**src/rtl/lp_mult_pkg.sv**
```systemverilog
// Shared types and defaults for the low-power iterative multiplier.
// Holds the FSM state encoding and the default operand width.
package lp_mult_pkg;

  localparam int DEFAULT_WIDTH = 8;

  typedef enum logic [1:0] {
    IDLE = 2'd0,
    CALC = 2'd1,
    DONE = 2'd2
  } state_e;

endpackage

```
**src/rtl/mult_sign_mag.sv**
```systemverilog
// Combinational sign/magnitude helper: passes x through, or returns its
// two's-complement negation when neg_i is set (|x| for operands, -r for results).
module mult_sign_mag #(
  parameter int N = 8
) (
  input  logic [N-1:0] x_i,
  input  logic         neg_i,
  output logic [N-1:0] y_o
);

  // Negating the most-negative value wraps back to the same bit pattern,
  // which read as unsigned is exactly its magnitude 2^(N-1).
  assign y_o = neg_i ? (~x_i + N'(1)) : x_i;

endmodule

```
**src/rtl/seq_mult_lp.sv**
```systemverilog
// Iterative shift-add multiplier with valid/ready handshakes, signed/unsigned
// mode, optional early termination and enable-gated datapath registers.
module seq_mult_lp
  import lp_mult_pkg::*;
#(
  parameter int WIDTH      = DEFAULT_WIDTH,
  parameter bit EARLY_TERM = 1'b1
) (
  input  logic               clk,
  input  logic               rst,
  input  logic               in_valid,
  output logic               in_ready,
  input  logic [WIDTH-1:0]   a,
  input  logic [WIDTH-1:0]   b,
  input  logic               signed_mode,
  output logic               out_valid,
  input  logic               out_ready,
  output logic [2*WIDTH-1:0] product,
  output logic               busy
);

  localparam int PW = 2 * WIDTH;
  localparam int CW = (WIDTH > 1) ? $clog2(WIDTH) : 1;
  localparam logic [CW-1:0] LAST_COUNT = CW'(WIDTH - 1);

  // Handshakes: a transfer happens on a rising clk edge where valid && ready
  // are both high. in_ready is high only in IDLE; out_valid only in DONE and,
  // once raised, stays high with a stable product until out_ready is seen.

  state_e            state_q, state_d;
  logic [PW-1:0]     mcand_q;
  logic [WIDTH-1:0]  mplr_q;
  logic [PW-1:0]     acc_q;
  logic [CW-1:0]     count_q;
  logic              neg_q;
  logic [PW-1:0]     product_q;

  logic              accept;
  logic [WIDTH-1:0]  a_mag, b_mag;
  logic [PW-1:0]     acc_sum, acc_next, result;
  logic [WIDTH-1:0]  mplr_shift;
  logic              last_iter;
  logic              in_calc;

  mult_sign_mag #(.N(WIDTH)) u_abs_a (
    .x_i   (a),
    .neg_i (signed_mode & a[WIDTH-1]),
    .y_o   (a_mag)
  );

  mult_sign_mag #(.N(WIDTH)) u_abs_b (
    .x_i   (b),
    .neg_i (signed_mode & b[WIDTH-1]),
    .y_o   (b_mag)
  );

  mult_sign_mag #(.N(PW)) u_res_neg (
    .x_i   (acc_next),
    .neg_i (neg_q),
    .y_o   (result)
  );

  assign accept     = in_valid && in_ready;
  assign in_calc    = (state_q == CALC);
  assign acc_sum    = acc_q + mcand_q;
  assign acc_next   = mplr_q[0] ? acc_sum : acc_q;
  assign mplr_shift = mplr_q >> 1;
  assign last_iter  = (count_q == LAST_COUNT) ||
                      (EARLY_TERM && (mplr_shift == '0));

  always_comb begin
    state_d = state_q;
    case (state_q)
      IDLE:    if (accept)    state_d = CALC;
      CALC:    if (last_iter) state_d = DONE;
      DONE:    if (out_ready) state_d = IDLE;
      default: state_d = IDLE;
    endcase
  end

  always_ff @(posedge clk or posedge rst) begin
    if (rst) state_q <= IDLE;
    else     state_q <= state_d;
  end

  // Operand and product registers load only on a handshake or final
  // iteration; the accumulator only when the current multiplier bit is set.
  always_ff @(posedge clk or posedge rst) begin
    if (rst) begin
      mcand_q   <= '0;
      mplr_q    <= '0;
      acc_q     <= '0;
      count_q   <= '0;
      neg_q     <= 1'b0;
      product_q <= '0;
    end else begin
      if (accept) begin
        mcand_q <= {{WIDTH{1'b0}}, a_mag};
        mplr_q  <= b_mag;
        neg_q   <= signed_mode & (a[WIDTH-1] ^ b[WIDTH-1]);
        count_q <= '0;
      end else if (in_calc) begin
        mcand_q <= mcand_q << 1;
        mplr_q  <= mplr_shift;
        count_q <= count_q + CW'(1);
      end
      if (accept) begin
        acc_q <= '0;
      end else if (in_calc && mplr_q[0]) begin
        acc_q <= acc_sum;
      end
      if (in_calc && last_iter) begin
        product_q <= result;
      end
    end
  end

  assign in_ready  = (state_q == IDLE);
  assign out_valid = (state_q == DONE);
  assign busy      = (state_q == CALC) || (state_q == DONE);
  assign product   = product_q;

endmodule

```
**config.mk**
```make
export PLATFORM = sky130hd
export DESIGN_NAME = seq_mult_lp
export DESIGN_NICKNAME = d
export VERILOG_FILES = /design/src/rtl/lp_mult_pkg.sv /design/src/rtl/mult_sign_mag.sv /design/src/rtl/seq_mult_lp.sv
export SDC_FILE = /design/constraint.sdc
export NUM_CORES = 1
export LEC_CHECK = 0
export CAP_MARGIN = 20
export CORE_ASPECT_RATIO = 1.4
export CORE_MARGIN = 5
export CORE_UTILIZATION = 46
export DETAILED_ROUTE_END_ITERATION = 8
export PLACE_DENSITY = 0.62
export SLEW_MARGIN = 15
export SYNTH_ARGS = -nofsm -noshare
export SYNTH_HDL_FRONTEND = slang
export SYNTH_SLANG_ARGS = --single-unit
```
**constraint.sdc**
```tcl
create_clock -name clk -period 5 [get_ports clk]
set_clock_uncertainty 0.1 [all_clocks]
set_input_delay 0.5 -clock clk [delete_from_list [all_inputs] [get_ports clk]]
set_output_delay 0.5 -clock clk [all_outputs]
set_load 0.01 [all_outputs]
```
==> flow_summary.yaml <==
global_route:
  grt-ovfl-total: 0
  grt_pass1_vias: 3706
  grt_usage: 0.1827
  antenna_found_initial: 0
  grt_max_degree: 63
  grt_pass1_wl_um: 17280
place:
  gp_congestion: 0.8788
  portBuffers: 39
  place_hpwl_um: 7544
power:
  p_leak_nw: 2.338
  p_int_mw: 1.875
  max-vdd-ir-drop_v: 0.0003387
  combPwrFrac: 0.562
  power_density_mw_per_mm2: 645.1
  seq_power_share: 0.262
  netSwitchingPower_mw: 1.468
  swShare: 0.4391
  finalPower_mw: 3.344
  clockPowerShare: 0.176
floorplan:
  dieArea_mm2: 0.01176
  die_w_um: 93.11
  coreArea_mm2: 0.009459
  die_h_um: 126.4
  initial_utilization: 0.4702
  num_rows: 42
  num_io_pins: 40
job:
  maxCapViolCount: 0
timing:
  max-slew-margin-rel: 0.3592
  grt_setup_unrepaired: "false"
  fin_crit_ns: 3.773
  tightest_slew_ns: 0.9611
  slew_violations: 0
  holdWs_ns: 0.3729
  setup_viol: 0
  hold_viol: 0
  setup_tns_ns: 0
  fin_crit_sh: 0.7546
  fmax_ghz: 0.2650
clock_network:
  cts_tree: "built"
  postCtsSetupRepairBufs: 0
  h-tree-depth: 3
  insertion_delay_ns: 0.33
  cts_resized: 0
  cts_sinks: 62
  max-clock-path-buffers: 2
  path_clk_slew_ns: 0.05
  root_buffer: "clkbuf_16"
  numCtsBuffers: 9
  cts_hold_buf: 0
detailed_routing:
  wire_per_inst_um: 15.63
  drc: 0
  route.met2.wl_um: 5224
  vias_per_cell: 5.778
  dr.pass1.iters: 5
  drt_iter0_markers: 203
  met3_length_um: 434
  ant_nets: 0
  met1_length_um: 4401
  top_layer: "met4"
  drt_wl_total_um: 10270
  vias: 3796
worst_setup_path:
  cp-start-kind: "flop"
  cp_max_fo: 5
  cp_data_arrival_time_ns: 3.88
  path_class: "reg2reg"
  endpoint_kind: "flop"
  cp.required_ns: 5.10
logic_synthesis:
  synth_compound_area_frac: 0.2329
  async_reset_ff_frac: 1.000
  muxShareOfSynthArea: 0.07314
  synthXorXnorAreaFrac: 0.05485
  synth_edf_count: 0
  synth-seq-area-share: 0.3488
  synth-simple-area-share: 0.1837
  synth_top_area_frac: 0.3488
  synth-main-ff-cell: "dfrtp_1"
  synth_top_cell_by_area: "dfrtp_1"
  synth.net_count: 558
  synthTopCellsByArea: "dfrtp_1 (35%), ha_1 (6.5%), mux2i_1 (6.3%), nand2_1 (5.9%), o21ai_0 (4.5%)"
  synthCells: 513
  syn_avg_cell_area_um2: 8.671
  synthesis.area_mm2: 0.004448
  ys_types: 62
  synth-adder-area-share: 0.06920
  yosys_warnings: 0
  ys_ff_latch: 62
  synth_top_family_by_area: "compound AO/OA/AOI/OAI gates"
finish:
  num_antenna_cells: 0
  fin_util: 0.5480
  syn_to_final_growth_pct: 16.54
  nets: 587
  drive_gt1_frac: 0.06399
min_path:
  holdCritPathClass: "reg2reg"
status:
  status: "finished, final reports clean"
layout by cell type, fill, tap and decap left out, types with 3 or more instances in the layout:
master / instances
nand2_1: 70
dfrtp_1: 62
o21ai_0: 40
clkdlybuf4s50_1: 39
nor2_1: 37
a21oi_1: 35
mux2i_1: 28
ha_1: 23
xor2_1: 15
nor3_1: 14
nand3_1: 14
inv_1: 12
xnor2_1: 11
clkbuf_16: 9
o211ai_1: 8
and3_1: 8
o21a_1: 7
a21o_1: 7
o31ai_1: 6
a31oi_1: 6
and2_1: 5
nor2b_1: 5
or3_1: 5
nand2b_1: 4
a2111oi_0: 4
a211oi_1: 4
o2111ai_1: 4
buf_4: 4
nand3b_1: 3
a211o_1: 3
a21boi_0: 3
nand4_1: 3
mux2_2: 3
o311ai_0: 3
clkbuf_8: 3
registers in the layout (all words and copies together), names as in the netlist:
signal   flops
count_q      3
neg_q        1
mplr_q       8
product     16
mcand_q     16
state_q      2
acc_q       16
final timing paths:
| path | cells past startpoint | start | endpoint | slack [ns] |
|---|---|---|---|---|
| worst max-delay path | 10 | acc_q[0] | product[14] | 1.23 |
| worst min-delay path | 2 | product[7] | product[7] | 0.37 |
| worst max register to register | 10 | acc_q[0] | product[14] | 1.23 |
| worst min register to register | 2 | product[7] | product[7] | 0.37 |
| max in group asynchronous | 3 | rst | product[4] | 3.68 |
| min in group asynchronous | 3 | rst | mplr_q[4] | 0.61 |
metrics by stage:
stage | worst slack, ns | area [µm²] | cells
2_1_floorplan | 1.551 | 4448 | 513
3_3_place_gp | 1.335 | 4896 | 641
3_5_place_dp | 1.248 | 4896 | 641
4_1_cts | 1.225 | 5184 | 657
5_1_grt | 1.035 | 5184 | 657
6_report | 1.227 | 5184 | 657
critical path: stages, from the launching register on:
cell and delay [ns]:
dfrtp_1 0.41, ha_1 0.24, fa_1 0.45, a211o_1 0.30, a21o_1 0.17, and3_1 0.24
a2111oi_4 0.42, nand4_1 0.21, and4bb_1 0.36, mux2_1 0.35, or3_1 0.38
area by class of cell:
class | instances | area [µm²]
clock buffer | 13 | 270.3
clock inverter | 3 | 17.52
fill | 913 | 4275
inverter | 15 | 56.30
multi-input combinational | 411 | 2730
sequential | 62 | 1551
tap | 110 | 137.6
timing repair buffer | 43 | 420.4
power by group through the flow:
stage	clock network, mW	registers [mW]	logic, mW
after floorplan	0	0.843	1.43
after global placement	0	0.878	1.86
after detailed placement	0	0.886	1.88
after CTS	0.605	0.880	1.90
after global routing	0.632	0.909	2.09
final	0.589	0.876	1.88
cells in the mapped netlist, drive strengths merged (6+ instances only):
cell type / n
nand2: 70
dfrtp: 62
o21ai: 41
nor2: 37
a21oi: 35
mux2i: 28
ha: 23
clkbuf: 19
nand3: 15
nor3: 15
xor2: 15
inv: 14
xnor2: 12
and3: 8
o211ai: 8
a21o: 7
o21a: 7
a2111oi: 6
a211oi: 6
a31oi: 6
buf: 6
o31ai: 6
layer usage:
metal	vias up	track usage
met1	1778	0.2226
met3	15	0.03673
met5	-	0
li1	1918	-
met4	0	0.08024
met2	85	0.3106
kinds of logic after synthesis:
family                     after synthesis
DFF                                     62
AOI/OAI and AO/OA                      152
adders and majority gates               24
buffers and inverters                   40
and+or+nand+nor                        176
muxes                                   32
xor gates and xnor gates                27
Power figures use the tool's default switching activity.
